--- src/rtl/count_order_load_final.sv ---
// Up/down counter with synchronous parallel load and synchronous active-high reset.
// Optional saturation at the limits when COUNT_ORDER_LOAD_SAT_EN is defined; wraps otherwise.
module count_order_load_final #(
    parameter int WIDTH = 4
) (
    input  logic             clk,
    input  logic             rst,
    input  logic             dir,
    input  logic             load,
    input  logic [WIDTH-1:0] vf,
    output logic [WIDTH-1:0] out
);

    localparam logic [WIDTH-1:0] ONE  = WIDTH'(1);
    localparam logic [WIDTH-1:0] MAXV = '1;

    logic [WIDTH-1:0] cnt;
    logic [WIDTH-1:0] cnt_nxt;

    // Load beats counting; dir only matters when the counter advances.
    always_comb begin
        cnt_nxt = cnt;
        if (load) begin
            cnt_nxt = vf;
        end else if (!dir) begin
`ifdef COUNT_ORDER_LOAD_SAT_EN
            cnt_nxt = (cnt == MAXV) ? cnt : cnt + ONE;
`else
            cnt_nxt = cnt + ONE;
`endif
        end else begin
`ifdef COUNT_ORDER_LOAD_SAT_EN
            cnt_nxt = (cnt == '0) ? cnt : cnt - ONE;
`else
            cnt_nxt = cnt - ONE;
`endif
        end
    end

    always_ff @(posedge clk) begin
        if (rst) cnt <= '0;
        else     cnt <= cnt_nxt;
    end

    assign out = cnt;

endmodule

--- config.mk ---
export PLATFORM = sky130hd
export DESIGN_NAME = count_order_load_final
export DESIGN_NICKNAME = d
export VERILOG_FILES = /design/src/rtl/count_order_load_final.sv
export SDC_FILE = /design/constraint.sdc
export NUM_CORES = 1
export LEC_CHECK = 0
export ABC_CLOCK_PERIOD_IN_PS = 2300
export CAP_MARGIN = 25
export CORE_AREA = 5 5 42 44
export CTS_BUF_LIST = sky130_fd_sc_hd__clkbuf_8
export CTS_CLUSTER_SIZE = 28
export DETAILED_ROUTE_END_ITERATION = 8
export DIE_AREA = 0 0 47 49
export GPL_TIMING_DRIVEN = 0
export PLACE_DENSITY = 0.42
export SYNTH_ARGS = -nofsm -noshare
export SYNTH_HDL_FRONTEND = slang
export SYNTH_SLANG_ARGS = --single-unit
--- constraint.sdc ---
create_clock -name clk -period 2.3 [get_ports clk]
set_clock_uncertainty 0.05 [all_clocks]
set_input_delay 0.345 -clock clk [delete_from_list [all_inputs] [get_ports clk]]
set_output_delay 0.345 -clock clk [all_outputs]
set_load 0.05 [all_outputs]
==> flow_metrics.tcl <==
set metrics [dict create \
    cap_violations 0 \
    htreeDepth 1 \
    slowest_delay_ns 0.83 \
    worstSetupEndpoint "out[0]" \
    yosysSeqAreaShare 0.323 \
    outcome "completed" \
    cts_made_buffers 3 \
    syn-num-nets 38 \
    r2r_setup_slack_ns 0.96 \
    drc_errors 0 \
    die-area_sq_um 2300 \
    leakage_nw 0.168 \
    area_delta_synth_final_pct 65.2 \
    critPathBufInv 1 \
    path_clk_slew_ns 0.03 \
    worst_pin_slew_ns 0.500 \
    yosysMostFrequentCell "nor2_1" \
    yosys.area.top_type_share 0.323 \
    diodes 0 \
    finalCritPeriodShare 0.784 \
    synthFlopType "dfxtp_1" \
    rr_worst_depth 4 \
    crit_path_start "out[0]" \
    cts_buffer_depth 2 \
    synthTopCellsByArea "dfxtp_1, ha_1, fa_1" \
    synth_area_per_cell_sq_um 9.18 \
    rr_endpoint "out[3]" \
    finalSetupViolations 0 \
    reg2reg_from "out[2]" \
    grt_pass1_vias 272 \
    synth_common_cells "nor2_1, dfxtp_1, inv_1, a21oi_1" \
    synthCells 27 \
    cp.arrival_ns 1.41 \
    clk-insertion-delay-late_ns 0.22 \
    async_reset_ff_frac 0 \
    largest_reg_flops 4 \
    wirelength_microns 578 \
    post-place-ws_ns 0.334 \
    vias 229 \
    critPathKind "reg2out" \
    grt_max_degree 9 \
    slew_viol_final 0 \
    synth-edff-count 0 \
    drtIter0Drc 1 \
    root_buffer "clkbuf_8" \
    cpLargestDelayFamily "buffers and inverters" \
    syn_area_sq_um 248 \
    cp.depth 1 \
    dr.pass1.iters 2 \
    worstSetupStartpointType "register" \
    final_antenna_net_count 0 \
    grt_antenna_before_repair 0 \
    endpoint_kind "output pin" \
    power_density_nw_per_um2 782 \
    cp.required_ns 1.90 \
    boundaryPins 12 \
    cp_max_fo 4 \
    tns_ns 0 \
    fin_nets 53 \
    fin_crit_ns 1.80 \
    die-height_microns 49 \
    rsz0062_at_grt "false" \
    final_layout_size_suffix_gt1_frac 0.150 \
    max_freq_mhz 554 \
    cts.sinks 4 \
    port_buffers 10 \
    start_util 0.177 \
    grt_pass1_wl_microns 1020 \
    core_sq_um 1400 \
    grt-ovfl-total 0 \
    relSlewSlack 0.666 \
    grt_usage 0.0669 \
    via_per_inst 4.09 \
    die_x_microns 47 \
    layout_setup_ws_ns 0.496 \
    fp-row-count 14 \
    hold_ws_ns 0.386 \
    yosysUniqueCellTypes 13 \
    postCtsSetupBuffers 0 \
    ir_drop_mv 0.305 \
    synth_seq_cells 4 \
    yosysWarnings 0 \
    synth_top_area_cell "dfxtp_1" \
    ctsHoldBuffers 0 \
    critical_path.slowest_cell "clkdlybuf4s50_1" \
    cts_tree "done" \
    place.gp.congestion 0.750 \
    hold_violations 0 \
    cts_resized 0 \
    hold_class "in2reg" \
    fill_cells 158 \
    avgRoutedWirePerCell_microns 10.3 \
    path_cells "clkdlybuf4s50_1" \
]
==> report_power, final <==
part / total (W) / switching, W / internal [W]
logic: 0.0000911 / 0.0000502 / 0.0000409
registers: 0.0000819 / 0.00000477 / 0.0000771
clock network: 0.000147 / 0.0000354 / 0.000111
==> routing by layer <==
layer  up-vias  global-route usage  wire, microns
met5         -                   0              0
met4         0              0.0829             30
met3         3              0.0295             44
met2         8               0.102            320
met1       101              0.0527            183
li1        117                   -              -
==> cells in the final DEF, fill, tap and decap left out <==
| master | count |
|---|---|
| mux2i_1 | 1 |
| a211oi_1 | 1 |
| and4b_4 | 1 |
| a2111oi_2 | 1 |
| dfxtp_1 | 4 |
| nand3_1 | 1 |
| a21oi_1 | 3 |
| clkbuf_8 | 3 |
| ha_1 | 2 |
| fa_1 | 1 |
| inv_1 | 4 |
| clkdlybuf4s50_1 | 10 |
| nor2_1 | 5 |
| xnor2_1 | 2 |
| buf_2 | 1 |
==> cell type report <==
cell class / count / area (sq um) / share of cell area
Buffer: 1 / 5.00 / 0.0122
Clock buffer: 3 / 41.3 / 0.101
Inverter: 4 / 15.0 / 0.0367
Multi-Input combinational cell: 18 / 148 / 0.361
Sequential cell: 4 / 80.1 / 0.196
Tap cell: 16 / 20.0 / 0.0489
Timing Repair Buffer: 10 / 100 / 0.245
==> stage by stage <==
stage          area (sq um)  utilization  total power [W]  cells
2_1_floorplan           248            -         0.000143     27
3_3_place_gp            368        0.263         0.000174     53
3_5_place_dp            368        0.263         0.000175     53
4_1_cts                 409        0.292         0.000327     56
5_1_grt                 409        0.292         0.000343     56
6_report                409        0.292         0.000320     56
==> worst min path at each step <==
| stage | startpoint | endpoint | slack (ns) | cells after the start |
|---|---|---|---|---|
| 2_1_floorplan | rst | out[0] | 0.37 | 1 |
| 3_3_place_gp | out[0] | out[0] | 0.52 | 3 |
| 4_1_cts | load | out[3] | 0.39 | 2 |
| 5_1_grt | load | out[3] | 0.41 | 2 |
| 6_report | load | out[3] | 0.39 | 2 |
| 3_5_place_dp | out[0] | out[0] | 0.54 | 3 |
==> kinds of logic (layout without fill, tap and decap cells) <==
logic type	Yosys count	after routing	share of synthesized area
simple gates	7	7	0.151
compound gates	5	5	0.151
buf+inv	5	18	0.0808
xor+xnor	2	2	0.0707
fa+ha+maj	3	3	0.182
mux	1	1	0.0404
flops	4	4	0.323
No activity file was read; power rests on OpenSTA's default activity.
